<file path="src/rtl/dqn_pkg.sv">
// Shared constants and types for the DQN training datapath stages.
// Used by the output-layer bias-gradient stage and the saturating shifter.
package dqn_pkg;

    localparam int unsigned NUM_OUT = 5;

    localparam logic [3:0] CTRL_NOP    = 4'b0000;
    localparam logic [3:0] CTRL_UPDATE = 4'b0001;

    localparam logic signed [15:0] DELTA_MAX = 16'sh7FFF;
    localparam logic signed [15:0] DELTA_MIN = -16'sh8000;

    typedef enum logic [1:0] {
        IDLE  = 2'd0,
        CALC  = 2'd1,
        APPLY = 2'd2
    } state_t;

endpackage

</file>
<file path="src/rtl/deltab2_gen_if.sv">
// Request/result bundle between the training sequencer and the bias-gradient stage.
// master drives the operands and start; slave returns deltas, ctrl and status.
interface deltab2_gen_if;

    logic               start;
    logic [3:0]         step;
    logic [2:0]         action;
    logic signed [31:0] td_target;
    logic signed [31:0] q_1;
    logic signed [31:0] q_2;
    logic signed [31:0] q_3;
    logic signed [31:0] q_4;
    logic signed [31:0] q_5;

    logic [3:0]         ctrl;
    logic signed [15:0] deltab2_1;
    logic signed [15:0] deltab2_2;
    logic signed [15:0] deltab2_3;
    logic signed [15:0] deltab2_4;
    logic signed [15:0] deltab2_5;
    logic               busy;
    logic               done;
    logic               err;

    modport master (
        output start, step, action, td_target, q_1, q_2, q_3, q_4, q_5,
        input  ctrl, deltab2_1, deltab2_2, deltab2_3, deltab2_4, deltab2_5,
        input  busy, done, err
    );

    modport slave (
        input  start, step, action, td_target, q_1, q_2, q_3, q_4, q_5,
        output ctrl, deltab2_1, deltab2_2, deltab2_3, deltab2_4, deltab2_5,
        output busy, done, err
    );

endinterface

</file>
<file path="src/rtl/dqn_sat_shift.sv">
// Arithmetic right shift of a 33-bit signed error term, saturated to 16 bits.
// Shared by the output and hidden-layer delta stages.
module dqn_sat_shift
    import dqn_pkg::*;
(
    input  logic signed [32:0] din,
    input  logic [3:0]         shamt,
    output logic signed [15:0] dout
);

    logic signed [32:0] shifted;
    logic               fits;

    always_comb begin
        shifted = din >>> shamt;
        // In range only when bits 32..15 are all copies of the sign bit.
        fits = (shifted[32:15] == {18{shifted[32]}});
        if (fits) begin
            dout = shifted[15:0];
        end else if (shifted[32]) begin
            dout = DELTA_MIN;
        end else begin
            dout = DELTA_MAX;
        end
    end

endmodule

</file>
<file path="src/rtl/deltab2_gen.sv">
// Output-layer bias-gradient stage: computes the five bias deltas serially with
// one shared subtractor, then issues a single-cycle update command to the bias bank.
module deltab2_gen #(
    parameter int unsigned LR_SHIFT = 4,
    parameter int unsigned NUM_OUT  = 5
) (
    input logic          clk,
    input logic          rst,
    deltab2_gen_if.slave bus
);

    import dqn_pkg::*;

    localparam logic [3:0] SHAMT      = 4'(LR_SHIFT);
    localparam logic [2:0] LAST_IDX   = 3'(NUM_OUT - 1);
    localparam logic [2:0] MAX_ACTION = 3'(NUM_OUT - 1);

    state_t             state;
    logic [2:0]         idx;
    logic [2:0]         act_r;
    logic signed [31:0] td_r;
    logic signed [31:0] q_r     [NUM_OUT];
    logic signed [15:0] delta_r [NUM_OUT];
    logic [3:0]         ctrl_r;
    logic               busy_r;
    logic               done_r;
    logic               err_r;

    logic signed [31:0] q_in [NUM_OUT];
    logic signed [31:0] q_sel;
    logic signed [32:0] diff;
    logic signed [15:0] delta_sat;
    logic               accept;

    assign q_in[0] = bus.q_1;
    assign q_in[1] = bus.q_2;
    assign q_in[2] = bus.q_3;
    assign q_in[3] = bus.q_4;
    assign q_in[4] = bus.q_5;

    assign accept = (state == IDLE) && bus.start && (bus.step != 4'b0000);

    always_comb begin
        q_sel = '0;
        for (int unsigned i = 0; i < NUM_OUT; i++) begin
            if (idx == 3'(i)) begin
                q_sel = q_r[i];
            end
        end
    end

    // Sign-extend both operands so the difference never overflows.
    assign diff = {td_r[31], td_r} - {q_sel[31], q_sel};

    dqn_sat_shift u_sat (
        .din   (diff),
        .shamt (SHAMT),
        .dout  (delta_sat)
    );

    always_ff @(posedge clk) begin
        if (rst) begin
            state  <= IDLE;
            idx    <= '0;
            act_r  <= '0;
            td_r   <= '0;
            ctrl_r <= CTRL_NOP;
            busy_r <= 1'b0;
            done_r <= 1'b0;
            err_r  <= 1'b0;
            for (int unsigned i = 0; i < NUM_OUT; i++) begin
                q_r[i]     <= '0;
                delta_r[i] <= '0;
            end
        end else begin
            ctrl_r <= CTRL_NOP;
            done_r <= 1'b0;
            err_r  <= 1'b0;
            case (state)
                IDLE: begin
                    if (accept) begin
                        act_r <= bus.action;
                        td_r  <= bus.td_target;
                        for (int unsigned i = 0; i < NUM_OUT; i++) begin
                            q_r[i] <= q_in[i];
                        end
                        if (bus.action <= MAX_ACTION) begin
                            for (int unsigned i = 0; i < NUM_OUT; i++) begin
                                delta_r[i] <= '0;
                            end
                            idx    <= '0;
                            busy_r <= 1'b1;
                            state  <= CALC;
                        end else begin
                            err_r <= 1'b1;
                        end
                    end
                end
                CALC: begin
                    for (int unsigned i = 0; i < NUM_OUT; i++) begin
                        if (idx == 3'(i)) begin
                            delta_r[i] <= (idx == act_r) ? delta_sat : '0;
                        end
                    end
                    // ctrl/done are registered here so they land exactly in APPLY.
                    if (idx == LAST_IDX) begin
                        idx    <= '0;
                        ctrl_r <= CTRL_UPDATE;
                        done_r <= 1'b1;
                        state  <= APPLY;
                    end else begin
                        idx <= idx + 3'd1;
                    end
                end
                APPLY: begin
                    busy_r <= 1'b0;
                    state  <= IDLE;
                end
                default: begin
                    busy_r <= 1'b0;
                    state  <= IDLE;
                end
            endcase
        end
    end

    assign bus.ctrl      = ctrl_r;
    assign bus.busy      = busy_r;
    assign bus.done      = done_r;
    assign bus.err       = err_r;
    assign bus.deltab2_1 = delta_r[0];
    assign bus.deltab2_2 = delta_r[1];
    assign bus.deltab2_3 = delta_r[2];
    assign bus.deltab2_4 = delta_r[3];
    assign bus.deltab2_5 = delta_r[4];

endmodule

</file>
<file path="src/flat_wrapper.sv">
// flat-port wrapper written by rule: the top's interface ports become plain ports
module deltab2_gen_flat import dqn_pkg::*;
#(
    parameter int unsigned LR_SHIFT = 4,
    parameter int unsigned NUM_OUT  = 5
)
  (clk, rst, bus_start, bus_step, bus_action, bus_td_target, bus_q_1, bus_q_2, bus_q_3, bus_q_4, bus_q_5, bus_ctrl, bus_deltab2_1, bus_deltab2_2, bus_deltab2_3, bus_deltab2_4, bus_deltab2_5, bus_busy, bus_done, bus_err);
  deltab2_gen_if bus_i ();
  input logic clk;
  input logic rst;
  input wire logic [$bits(bus_i.start)-1:0] bus_start;
  input wire logic [$bits(bus_i.step)-1:0] bus_step;
  input wire logic [$bits(bus_i.action)-1:0] bus_action;
  input wire logic [$bits(bus_i.td_target)-1:0] bus_td_target;
  input wire logic [$bits(bus_i.q_1)-1:0] bus_q_1;
  input wire logic [$bits(bus_i.q_2)-1:0] bus_q_2;
  input wire logic [$bits(bus_i.q_3)-1:0] bus_q_3;
  input wire logic [$bits(bus_i.q_4)-1:0] bus_q_4;
  input wire logic [$bits(bus_i.q_5)-1:0] bus_q_5;
  output wire logic [$bits(bus_i.ctrl)-1:0] bus_ctrl;
  output wire logic [$bits(bus_i.deltab2_1)-1:0] bus_deltab2_1;
  output wire logic [$bits(bus_i.deltab2_2)-1:0] bus_deltab2_2;
  output wire logic [$bits(bus_i.deltab2_3)-1:0] bus_deltab2_3;
  output wire logic [$bits(bus_i.deltab2_4)-1:0] bus_deltab2_4;
  output wire logic [$bits(bus_i.deltab2_5)-1:0] bus_deltab2_5;
  output wire logic [$bits(bus_i.busy)-1:0] bus_busy;
  output wire logic [$bits(bus_i.done)-1:0] bus_done;
  output wire logic [$bits(bus_i.err)-1:0] bus_err;
  assign bus_i.start = bus_start;
  assign bus_i.step = bus_step;
  assign bus_i.action = bus_action;
  assign bus_i.td_target = bus_td_target;
  assign bus_i.q_1 = bus_q_1;
  assign bus_i.q_2 = bus_q_2;
  assign bus_i.q_3 = bus_q_3;
  assign bus_i.q_4 = bus_q_4;
  assign bus_i.q_5 = bus_q_5;
  assign bus_ctrl = bus_i.ctrl;
  assign bus_deltab2_1 = bus_i.deltab2_1;
  assign bus_deltab2_2 = bus_i.deltab2_2;
  assign bus_deltab2_3 = bus_i.deltab2_3;
  assign bus_deltab2_4 = bus_i.deltab2_4;
  assign bus_deltab2_5 = bus_i.deltab2_5;
  assign bus_busy = bus_i.busy;
  assign bus_done = bus_i.done;
  assign bus_err = bus_i.err;
  deltab2_gen #(.LR_SHIFT(LR_SHIFT), .NUM_OUT(NUM_OUT)) u_core (.clk(clk), .rst(rst), .bus(bus_i));
endmodule
</file>
<file path="config.mk">
export PLATFORM = sky130hd
export DESIGN_NAME = deltab2_gen_flat
export DESIGN_NICKNAME = d
export VERILOG_FILES = /design/src/rtl/dqn_pkg.sv /design/src/rtl/deltab2_gen_if.sv /design/src/rtl/dqn_sat_shift.sv /design/src/rtl/deltab2_gen.sv /design/src/flat_wrapper.sv
export SDC_FILE = /design/constraint.sdc
export NUM_CORES = 1
export LEC_CHECK = 0
export BUFFER_PORTS_ARGS = -buffer_cell sky130_fd_sc_hd__buf_2
export CAP_MARGIN = 30
export CORE_AREA = 2 2 215 217
export CTS_CLUSTER_SIZE = 8
export DETAILED_ROUTE_END_ITERATION = 16
export DIE_AREA = 0 0 217 219
export PLACE_DENSITY = 0.52
export RECOVER_POWER = 25
export SYNTH_ARGS = -nofsm -noshare
export SYNTH_HDL_FRONTEND = slang
export SYNTH_SLANG_ARGS = --single-unit
</file>
<file path="constraint.sdc">
create_clock -name clk -period 12.67 [get_ports clk]
set_clock_uncertainty 0.15 [all_clocks]
set_input_delay 1.9005 -clock clk [delete_from_list [all_inputs] [get_ports clk]]
set_output_delay 1.9005 -clock clk [all_outputs]
set_load 0.005 [all_outputs]
</file>
Word level (Yosys, flattened, before mapping) --
Memory sizes are Yosys's and may differ from the RTL's. Index checks and enable logic that the tools add are counted. W data, S select, Z words.
Operators by class: reductions and logical operators 12, equal/unequal tests 10, multiplexer cells 67, shift operators 0, $mul 0, bitwise logic cells 18, div/mod/pow operators 0, $add $sub $neg 2, $lt $le $gt $ge 1
Operators with widths (count):
- $mux W32 | 10
- $mux W16 | 13
- $mux W1 | 35
- $sub A32 B32 Y33 | 1
- $or A1 B1 Y1 | 15
- $eq A13 B13 Y1 | 1
- $mux W3 | 3
- $reduce_and A3 Y1 | 3
- $eq A3 B2 Y1 const B | 2
- $mux W2 | 3
- $pmux W3 S2 | 1
- $ne A2 B1 Y1 const B | 2
- $pmux W2 S2 | 1
- $reduce_bool A4 Y1 | 1
- $add A3 B1 Y3 const B | 1
- $eq A3 B1 Y1 const B | 1
- $eq A3 B3 Y1 | 1
- $eq A3 B3 Y1 const B | 1
- $le A3 B3 Y1 const B | 1
- $logic_not A3 Y1 | 1
- $not A1 Y1 | 3
- $reduce_or A3 Y1 | 1
- $eq A2 B1 Y1 const B | 1
- $logic_and A1 B1 Y1 | 2
- 6 further kinds | 6
Word-level totals: ROM bits 0, logic and storage cells 120, flip-flop bits (word level) 47, bits in writable memories 240, output and inout port bits 87, bits in latches 0, input bits 202, memories kept 2
Memories:
- u_core.q_r | depth 5, bits a word 32, read ports 5, clocked after Yosys merged registers in 0, write ports 5, line deltab2_gen.sv:22 | logic signed [31:0] q_r [NUM_OUT];
- u_core.delta_r | depth 5, bits a word 16, read ports 5, clocked after Yosys merged registers in 0, write ports 5, line deltab2_gen.sv:23 | logic signed [15:0] delta_r [NUM_OUT];

Longest topological paths before layout --
Gate-level depths: netlist of the first run.
word-level depth 11, mapped depth 21, mapped depth without buffers 18

Cells and area by module --
A second synthesis of the first run with hierarchy kept.
Second synthesis, totals: cells, all modules 1188, area, all modules 14335.0 µm²
Modules (own cells, without submodules):
- deltab2_gen | cells an instance 985, times used 1, seq. area each 8087.8 µm², area each 12567.1 µm²
- dqn_sat_shift | cells an instance 203, times used 1, seq. area each 0.0 µm², area each 1767.9 µm²

Worst setup path before layout of the first run --
OpenSTA, ideal clock, no wires.
kind input -> register, start point in bus_step[1], end point mem u_core.q_r[0][0], enable pin, stages 4, setup time 1334 ps, buffers on the path 1, arrival 5498 ps, setup slack 5688 ps, required time 11186 ps, cell sequence or4_1 -> nand3_1 -> clkbuf_1 -> nand2b_1
RTL lines:
- from (decl) | line flat_wrapper.sv:12 | input wire logic [$bits(bus_i.step)-1:0] bus_step;
- to (decl) | line deltab2_gen.sv:22

==> results of run 1 <==
placed cells by master, fill, tap and decap left out, types with 6 or more instances in the layout:
cell type	Yosys	final
a21o_1	8	8
nand4_1	14	14
nand3_1	7	7
ha_1	36	35
edfxtp_1	240	240
a211oi_1	11	11
dfxtp_1	44	44
buf_4	3	11
buf_2	9	241
and2_0	0	14
and2_1	164	150
clkbuf_16	0	43
a21oi_1	78	78
nor2b_1	9	7
o21ai_1	6	6
clkbuf_1	62	76
inv_1	13	13
xor2_1	14	14
nand2b_1	8	7
a221oi_1	32	32
o311ai_0	32	32
nand2_1	139	138
nor2_1	77	76
xnor2_1	12	12
o21ai_0	60	57
o21a_1	6	6
nor3_1	16	16
a211oi_2	12	12
routing by layer:
metal | track usage | wire [um] | part of all wire
met5 | 0 | 27 | 0.00068
met3 | 0.0298 | 2180 | 0.055
met1 | 0.230 | 18400 | 0.46
met4 | 0.0564 | 1070 | 0.027
met2 | 0.265 | 18000 | 0.45
power groups by stage:
stage          Combinational (W)  Clock, W  Sequential (W)
2_1_floorplan           0.000322         0         0.00115
3_5_place_dp            0.000513         0         0.00115
3_3_place_gp            0.000515         0         0.00115
5_1_grt                 0.000564   0.00112         0.00114
4_1_cts                 0.000515   0.00108         0.00113
6_report                0.000511   0.00105         0.00113
worst max-delay path, delay by kind of cell, from the launching register on:
| kind | cells | cell delay, ns |
|---|---|---|
| and+or+nand+nor | 4 | 1.35 |
| adders and majority gates | 2 | 0.82 |
| DFF | 1 | 0.42 |
| buffers and inverters | 1 | 0.34 |
| AOI/OAI and AO/OA | 10 | 3.01 |
through the flow:
step	total power, W	setup slack, ns	util	area, sq um
2_1_floorplan	0.00147	5.69	-	13500
3_5_place_dp	0.00166	6.19	0.344	15500
6_report	0.00269	6.20	0.371	16700
5_1_grt	0.00282	5.78	0.371	16700
4_1_cts	0.00272	6.14	0.372	16800
3_3_place_gp	0.00166	6.28	0.343	15500
how the worst min path moves through the flow:
stage | startpoint | endpoint | slack [ns]
6_report | u_core.td_r[0] | u_core.td_r[0] | 0.30
5_1_grt | u_core.td_r[22] | u_core.td_r[22] | 0.33
4_1_cts | u_core.td_r[0] | u_core.td_r[0] | 0.31
3_5_place_dp | u_core.td_r[0] | u_core.td_r[0] | 0.30
3_3_place_gp | u_core.td_r[0] | u_core.td_r[0] | 0.30
2_1_floorplan | u_core.td_r[0] | u_core.td_r[0] | 0.28
synth_stat cells, types with 6 or more instances:
cell / number / area, sq um
nand2b_1: 8 / 50.1
edfxtp_1: 240 / 7210
inv_1: 13 / 48.8
clkbuf_1: 62 / 233
ha_1: 36 / 450
o21ai_0: 60 / 300
o21a_1: 6 / 45.0
a21o_1: 8 / 60.1
o21ai_1: 6 / 30.0
nand2_1: 139 / 522
a211oi_1: 11 / 82.6
a221oi_1: 32 / 280
o311ai_0: 32 / 280
nor2_1: 77 / 289
nor2b_1: 9 / 56.3
and2_1: 164 / 1030
buf_2: 9 / 45.0
a21oi_1: 78 / 390
xor2_1: 14 / 123
a211oi_2: 12 / 150
xnor2_1: 12 / 105
nor3_1: 16 / 80.1
dfxtp_1: 44 / 881
nand3_1: 7 / 35.0
nand4_1: 14 / 87.6
cell families after synthesis:
logic type               count (synthesis)  synth area share
AO/OA/AOI/OAI                          276             0.143
other                                    1          0.000279
AND/OR/NAND/NOR                        463             0.176
multiplexers                             1          0.000744
adder cells (fa/ha/maj)                 36            0.0335
buffers and inverters                   91            0.0276
flip-flops                             284             0.601
XOR/XNOR                                26            0.0169
flip-flops by register name, summed over array words and instances, names as in the netlist, 2 cells and up:
name,count
u_core.q_r,160
u_core.delta_r,80
u_core.td_r,32
u_core.idx,3
u_core.act_r,3
u_core.state,2
cell type report:
cell class / count / area (sq um) / area share
tap: 600 / 751 / 0.0449
inverter: 13 / 48.8 / 0.00292
timing repair buffer: 300 / 1500 / 0.0899
clock inverter: 3 / 68.8 / 0.00412
clock buffer: 75 / 1210 / 0.0721
multi-input combinational: 805 / 5050 / 0.302
sequential: 284 / 8090 / 0.484
antenna: 1 / 2.50 / 0.000150
==> results.py, run 1 <==
metrics = {
    "cells_and_area": {
        "layout.cells.non_filler": 2081,
        "area_growth_pct": 24.3,
        "finalNetCount": 1684,
        "drive_gt1_frac": 0.228,
        "fill_cells": 4540,
    },
    "clocking": {
        "cts_tree": "yes",
        "clock_latency_ns": 0.56,
        "cts_buffers": 42,
        "cts_root_buffer": "clkbuf_16",
        "cts_sinks": 284,
        "postCtsSetupBuffers": 0,
        "cts_buffer_depth": 3,
        "cts_hold_repair.buffers": 0,
        "htreeDepth": 2,
        "ctsResizeCount": 0,
        "clk_pin_slew_ns": 0.05,
    },
    "status": {
        "failed_checks": "capacitance limit, slew limit",
        "status": "finished with violations",
    },
    "sta": {
        "setup_viol": 0,
        "max_freq_ghz": 0.155,
        "min_period_over_period": 0.511,
        "layout_min_cycle_time_ns": 6.47,
        "rsz0062_at_grt": "false",
        "hold_ws_ns": 0.302,
        "drv_slew": 96,
        "fin_tns_setup_ns": 0,
        "maxSlewHeadroom": -0.507,
        "tightest_slew_ns": 2.25,
        "finalHoldViolCount": 0,
    },
    "logic_synthesis": {
        "synth-async-reset-ratio": 0,
        "netlist-cell-type-count": 68,
        "ys_ff_latch": 284,
        "ys.flop_type": "edfxtp_1",
        "synth_edf_count": 240,
        "ys_seq_area_frac": 0.601,
        "syn_area_per_cell_sq_um": 11.4,
        "synthCells": 1178,
        "netlist_area_sq_um": 13400,
        "ys_warn_count": 0,
    },
    "worst_setup_path": {
        "cp.required_ns": 12.74,
        "ff2ff_path_depth": 17,
        "timing.critical_path.from": "u_core.idx[0]",
        "crit_chain": "ha_1 -> nor2b_4 -> buf_4 -> a221oi_1 -> o311ai_0 -> o21ai_0 -> ha_1 -> nand2_1 -> a21o_1 -> a211oi_2 -> o21ai_1 -> or2_2 -> a221o_1 -> a31o_1 -> or4_4 -> a22oi_4 -> a211oi_1",
        "r2r-start": "u_core.idx[0]",
        "critPathCaptureType": "flip-flop",
        "cp_slowest_cell": "o311ai_0",
        "r2r_setup_slack_ns": 6.20,
        "crit_end": "u_core.delta_r[0][62]",
        "slowest_delay_ns": 0.56,
        "worst-setup-path-type": "reg -> reg",
        "crit_top_cell": "ha_1",
        "r2r-end": "u_core.delta_r[0][62]",
        "arrival_ns": 6.54,
        "worstSetupStartpointType": "flip-flop",
        "path_max_fanout": 23,
    },
    "drt": {
        "viasPerCell": 4.81,
        "ant_nets": 0,
        "drc": 0,
        "wl_um": 39700,
        "via_count": 10008,
        "first_pass_iters": 5,
        "routedWlPerCell_um": 19.1,
        "drt_iter0_markers": 598,
    },
    "placed_design": {
        "dp_hpwl_um": 29500,
        "gp_congestion": 0.911,
        "place_inst": 2002,
        "io_buffer_count": 285,
    },
    "power_and_ir_drop": {
        "combPwrFrac": 0.190,
        "power.share.clock": 0.390,
        "cell_internal_pwr_w": 0.00193,
        "p_sw_w": 0.000761,
        "vdd_drop_max_v": 0.000103,
        "power.density_nw_per_um2": 161,
        "switching_share": 0.283,
        "pwr-share-seq": 0.420,
        "p_leak_nw": 6.57,
    },
    "die": {
        "die_area_sq_um": 47500,
        "rows": 78,
        "core_sq_um": 45100,
        "start_util": 0.298,
        "die_w_um": 217,
        "die_h_um": 219,
        "io_pins": 289,
    },
    "flow_run": {
        "drv_cap": 2,
    },
    "global_route": {
        "first_global_vias": 10254,
        "antenna_found_initial": 5,
        "grt_use_total": 0.167,
        "grt_overflow": 0,
        "grt_max_degree": 114,
        "grt_pass1_wl_um": 60000,
    },
    "hold_path": {
        "hold_class": "reg -> reg",
        "hold_depth": 2,
    },
}
Power figures use the tool's default switching activity.
==> run 2, diff against run 1 <==
--- a/config.mk
+++ b/config.mk
@@ -11,7 +11,7 @@
 export CTS_CLUSTER_SIZE = 8
 export DETAILED_ROUTE_END_ITERATION = 16
 export DIE_AREA = 0 0 217 219
-export PLACE_DENSITY = 0.52
+export PLACE_DENSITY = 0.54
 export RECOVER_POWER = 25
 export SYNTH_ARGS = -nofsm -noshare
 export SYNTH_HDL_FRONTEND = slang
==> constraint.sdc (replaced) <==
create_clock -name clk -period 5.7 [get_ports clk]
set_clock_uncertainty 0.15 [all_clocks]
set_input_delay 0.855 -clock clk [delete_from_list [all_inputs] [get_ports clk]]
set_output_delay 0.855 -clock clk [all_outputs]
set_load 0.005 [all_outputs]
==> results.py, run 2 (synthesized netlist as in run 1, its figures left out) <==
metrics = {
    "worst_setup_path": {
        "path_max_fanout": 24,
        "slowest_delay_ns": 0.57,
        "cp_slowest_cell": "o311ai_0",
        "cpLargestDelayFamily": "compound AO/OA/AOI/OAI gates",
        "ff2ff_path_depth": 20,
        "path_depth": 20,
        "cp.required_ns": 5.82,
        "arrival_ns": 5.53,
        "timing.critical_path.from": "u_core.idx[0]",
        "worstSetupStartpointType": "flip-flop",
        "critPathCaptureType": "flip-flop",
        "crit_chain": "inv_1 -> ha_1 -> nand2_1 -> nor2_4 -> buf_12 -> a221oi_1 -> o311ai_0 -> o21ai_0 -> ha_1 -> a21oi_1 -> nor2b_1 -> o41a_1 -> a2111oi_4 -> or2_2 -> nand2_1 -> a31o_1 -> or4_4 -> a22oi_4 -> buf_12 -> a211oi_2",
        "cp_num_buf_inv": 3,
        "worst-setup-path-type": "reg -> reg",
        "r2r-start": "u_core.idx[0]",
    },
    "sta": {
        "max_freq_ghz": 0.185,
        "setup_ws_ns": 0.284,
        "finalHoldViolCount": 0,
        "hold_ws_ns": 0.300,
        "layout_min_cycle_time_ns": 5.42,
        "min_period_over_period": 0.950,
        "maxSlewHeadroom": 0.360,
        "setup_viol": 0,
        "tightest_slew_ns": 0.958,
        "rsz0062_at_grt": "true",
        "drv_slew": 0,
    },
    "cells_and_area": {
        "final_common_cell": "buf_2",
        "drive_gt1_frac": 0.284,
        "diodes": 0,
        "finalNetCount": 1723,
        "area_growth_pct": 27.9,
        "final_area_sq_um": 17200,
        "largest_register": "u_core.q_r",
        "largest_reg_flops": 160,
        "largestRegisters": "u_core.q_r x160, u_core.delta_r x80, u_core.td_r x32",
        "most-common-layout-cells": "buf_2 (285), edfxtp_1 (240), and2_1 (164)",
        "layout.cells.non_filler": 2118,
    },
    "placed_design": {
        "place_area_sq_um": 15900,
        "pre_cts_ws_ns": -0.0520,
        "gp_congestion": 0.923,
        "dp_hpwl_um": 30000,
        "place_inst": 2039,
        "io_buffer_count": 285,
    },
    "power_and_ir_drop": {
        "total_power_w": 0.00599,
        "vdd_drop_max_v": 0.000169,
        "power.density_nw_per_um2": 348,
        "p_leak_nw": 6.96,
    },
    "hold_path": {
        "hold_depth": 2,
        "hold_start": "u_core.td_r[0]",
        "hold_class": "reg -> reg",
    },
    "global_route": {
        "grt_max_degree": 124,
        "antenna_found_initial": 3,
        "grt_use_total": 0.165,
        "grt_pass1_wl_um": 59000,
        "first_global_vias": 9984,
        "grt_overflow": 0,
    },
    "drt": {
        "wl_um": 39500,
        "drt_iter0_markers": 746,
        "routedWlPerCell_um": 18.7,
        "first_pass_iters": 5,
        "ant_nets": 0,
        "drc": 0,
        "viasPerCell": 4.78,
        "via_count": 10115,
    },
    "clocking": {
        "cts_root_buffer": "clkbuf_16",
        "cts_buffer_depth": 3,
        "clock_latency_ns": 0.55,
        "cts_buffers": 41,
        "clk_pin_slew_ns": 0.05,
        "cts_sinks": 284,
        "cts_tree": "yes",
        "htreeDepth": 2,
    },
    "flow_run": {
        "drv_cap": 0,
    },
    "die": {
        "core_sq_um": 45100,
        "io_pins": 289,
        "start_util": 0.298,
        "die_h_um": 219,
        "rows": 78,
        "die_area_sq_um": 47500,
        "die_w_um": 217,
    },
    "status": {
        "status": "finished clean",
    },
}
-- run 2: area by class of cell --
| type | count | area (sq um) |
|---|---|---|
| Sequential cell | 284 | 8090 |
| Multi-Input combinational cell | 805 | 5120 |
| Timing Repair Buffer | 340 | 1980 |
| Tap cell | 600 | 751 |
| Clock inverter | 3 | 40.0 |
| Clock buffer | 73 | 1170 |
| Inverter | 13 | 48.8 |
| Fill cell | 4439 | 27900 |
-- run 2: stage by stage --
stage | util | TNS (ns)
6_report | 0.381 | 0
2_1_floorplan | - | 0
3_5_place_dp | 0.352 | -1.28
3_3_place_gp | 0.351 | 0
5_1_grt | 0.381 | -0.0223
4_1_cts | 0.379 | 0
-- run 2: timing repair --
item | CTS | global route
setup buffers | 0 | 3
pin swaps | 0 | 1
setup endpoints to repair | 65 | 75
gates resized for setup | 1 | 26
gates cloned | 0 | 0
hold buffers | 0 | 0
-- run 2: power breakdown --
| group | internal, W | leakage [nW] | total (W) | switching, W |
|---|---|---|---|---|
| sequential | 0.00245 | 2.95 | 0.00251 | 0.0000607 |
| clock | 0.00138 | 0.572 | 0.00225 | 0.000872 |
| combinational | 0.000476 | 3.44 | 0.00122 | 0.000748 |
| total | 0.00431 | 6.96 | 0.00599 | 0.00168 |
-- run 2: worst paths after layout --
path	slack (ns)	endpoint
worst max-delay path	0.28	u_core.delta_r[0][75]
worst min-delay path	0.30	u_core.td_r[0]
worst max register to register	0.28	u_core.delta_r[0][75]
worst min register to register	0.30	u_core.td_r[0]
-- run 2: worst register-to-register path, stage by stage (launching register included) --
cell and delay (ns):
dfxtp_1 0.36, inv_1 0.10, ha_1 0.17, nand2_1 0.13
nor2_4 0.21, buf_12 0.19, a221oi_1 0.11, o311ai_0 0.57
o21ai_0 0.25, ha_1 0.28, a21oi_1 0.15, nor2b_1 0.08
o41a_1 0.44, a2111oi_4 0.35, or2_2 0.20, nand2_1 0.08
a31o_1 0.26, or4_4 0.53, a22oi_4 0.23, buf_12 0.19
a211oi_2 0.11
-- run 2: routing by layer --
metal	global-route usage	wire length, um	up-vias
met5	0	37	-
met4	0.0541	968	6
met3	0.0304	2170	60
met2	0.262	18000	338
met1	0.227	18400	4765
li1	-	-	4946
==> run 3, diff against run 2 <==
--- a/config.mk
+++ b/config.mk
@@ -13,6 +13,7 @@
 export DIE_AREA = 0 0 217 219
 export PLACE_DENSITY = 0.54
 export RECOVER_POWER = 25
+export SKIP_CTS_REPAIR_TIMING = 1
 export SYNTH_ARGS = -nofsm -noshare
 export SYNTH_HDL_FRONTEND = slang
 export SYNTH_SLANG_ARGS = --single-unit
==> constraint.sdc (replaced) <==
create_clock -name clk -period 5.7 [get_ports clk]
set_clock_uncertainty 0.15 [all_clocks]
set_input_delay 0.285 -clock clk [delete_from_list [all_inputs] [get_ports clk]]
set_output_delay 0.285 -clock clk [all_outputs]
set_load 0.005 [all_outputs]
==> results.py, run 3 (synthesized netlist as in run 1, its figures left out) <==
metrics = {
    "status": {
        "status": "finished with violations",
        "failed_checks": "capacitance limit, slew limit",
    },
    "hold_path": {
        "hold_class": "in -> reg",
    },
    "power_and_ir_drop": {
        "power.share.clock": 0.372,
        "p_sw_w": 0.00168,
        "vdd_drop_max_v": 0.000209,
        "pwr-share-seq": 0.413,
        "switching_share": 0.277,
        "combPwrFrac": 0.215,
        "p_leak_nw": 7.60,
        "power.density_nw_per_um2": 319,
        "cell_internal_pwr_w": 0.00440,
        "total_power_w": 0.00608,
    },
    "drt": {
        "wl_um": 41600,
        "drc": 0,
        "drt_iter0_markers": 876,
        "routedWlPerCell_um": 18.0,
        "ant_nets": 0,
        "first_pass_iters": 5,
        "viasPerCell": 4.73,
        "via_count": 10916,
    },
    "cells_and_area": {
        "most-common-layout-cells": "buf_2 (246), edfxtp_1 (240), dlygate4sd3_1 (195)",
        "largestRegisters": "u_core.q_r x160, u_core.delta_r x80, u_core.td_r x32",
        "area_growth_pct": 41.6,
        "largest_reg_flops": 160,
        "largest_register": "u_core.q_r",
        "finalNetCount": 1913,
        "final_core_util": 0.422,
        "drive_gt1_frac": 0.227,
        "layout.cells.non_filler": 2310,
        "final_common_cell": "buf_2",
    },
    "clocking": {
        "cts_buffers": 41,
        "clk_pin_slew_ns": 0.05,
        "cts_sinks": 284,
        "cts_buffer_depth": 3,
        "cts_tree": "yes",
        "clock_latency_ns": 0.56,
        "htreeDepth": 2,
        "cts_root_buffer": "clkbuf_16",
    },
    "sta": {
        "rsz0062_at_grt": "false",
        "layout_min_cycle_time_ns": 5.50,
        "maxSlewHeadroom": -0.979,
        "finalHoldViolCount": 0,
        "drv_slew": 139,
        "min_period_over_period": 0.965,
        "max_freq_ghz": 0.182,
        "setup_viol": 0,
        "hold_ws_ns": 0.0388,
        "tightest_slew_ns": 2.96,
    },
    "worst_setup_path": {
        "path_max_fanout": 15,
        "arrival_ns": 5.59,
        "cp.required_ns": 5.80,
        "worst-setup-path-type": "reg -> reg",
        "worstSetupStartpointType": "flip-flop",
        "critPathCaptureType": "flip-flop",
    },
    "die": {
        "die_h_um": 219,
        "core_sq_um": 45100,
        "die_w_um": 217,
        "rows": 78,
        "io_pins": 289,
        "die_area_sq_um": 47500,
        "start_util": 0.298,
    },
    "global_route": {
        "antenna_found_initial": 2,
        "grt_max_degree": 131,
        "first_global_vias": 9994,
        "grt_pass1_wl_um": 58400,
        "grt_use_total": 0.163,
        "grt_overflow": 0,
    },
    "flow_run": {
        "drv_cap": 3,
    },
    "placed_design": {
        "gp_congestion": 0.836,
        "dp_hpwl_um": 29600,
        "io_buffer_count": 285,
        "place_inst": 2035,
    },
}
run 3: cell count changes in the layout (fill, tap and decap cells not counted), sizes merged:
cell          delta
clkbuf          +42
dlygate4sd3    +195
clkinv           -1
dlymetal6s2s     +1
diode            +2
buf             -47
run 3: through the flow:
step,TNS [ns],instance area [sq um],setup WS [ns]
finish,0,19000,0.201
global route,0,19000,0.0162
CTS,-16.42,17100,-0.269
detailed placement,-14.12,15800,-0.228
global placement,-9.35,15800,-0.157
floorplan,0,13500,0.333
run 3: layer usage:
| layer | GRT usage | part of all wire | vias to the layer above |
|---|---|---|---|
| met1 | 0.221 | 0.45 | 5154 |
| met2 | 0.265 | 0.48 | 366 |
| met3 | 0.0310 | 0.055 | 61 |
| met4 | 0.0479 | 0.021 | 0 |
| li1 | - | - | 5335 |
| met5 | 0 | 0 | - |
run 3: area by class of cell:
cell class / instances / area (sq um)
clock inverter: 2 / 36.3
timing repair buffer: 530 / 3810
multi-input combinational: 805 / 5120
fill: 4304 / 26000
tap: 600 / 751
clock buffer: 74 / 1180
inverter: 13 / 48.8
sequential: 284 / 8090
antenna: 2 / 5.00
run 3: power groups by stage:
stage                     combinational (W)  clock, W  sequential, W
final                               0.00131   0.00226        0.00251
after global routing                0.00144   0.00241        0.00253
after CTS                           0.00119   0.00233        0.00251
after detailed placement            0.00118         0        0.00255
after global placement              0.00119         0        0.00255
after floorplan                    0.000715         0        0.00255
run 3: final timing paths:
| path | from | to | slack, ns | depth (start not counted) |
|---|---|---|---|---|
| worst max-delay path | u_core.idx[0] | u_core.delta_r[0][32] | 0.20 | 19 |
| worst min-delay path | rst | u_core.td_r[17] | 0.04 | 2 |
| worst max register to register | u_core.idx[0] | u_core.delta_r[0][32] | 0.20 | 19 |
| worst min register to register | u_core.td_r[25] | u_core.td_r[25] | 0.31 | 2 |
run 3: critical path, stage by stage, from the launching register on:
cell	delay, ns
dfxtp_1	0.43
ha_1	0.31
nor2b_4	0.23
buf_4	0.21
a221oi_1	0.12
o311ai_1	0.34
o21ai_0	0.21
ha_1	0.44
a21oi_1	0.39
o21ai_0	0.18
a21oi_1	0.19
o211ai_1	0.19
buf_4	0.20
o21ai_1	0.12
or3b_1	0.37
nand2b_1	0.15
or4_4	0.43
a22oi_4	0.18
buf_12	0.19
a211oi_1	0.15
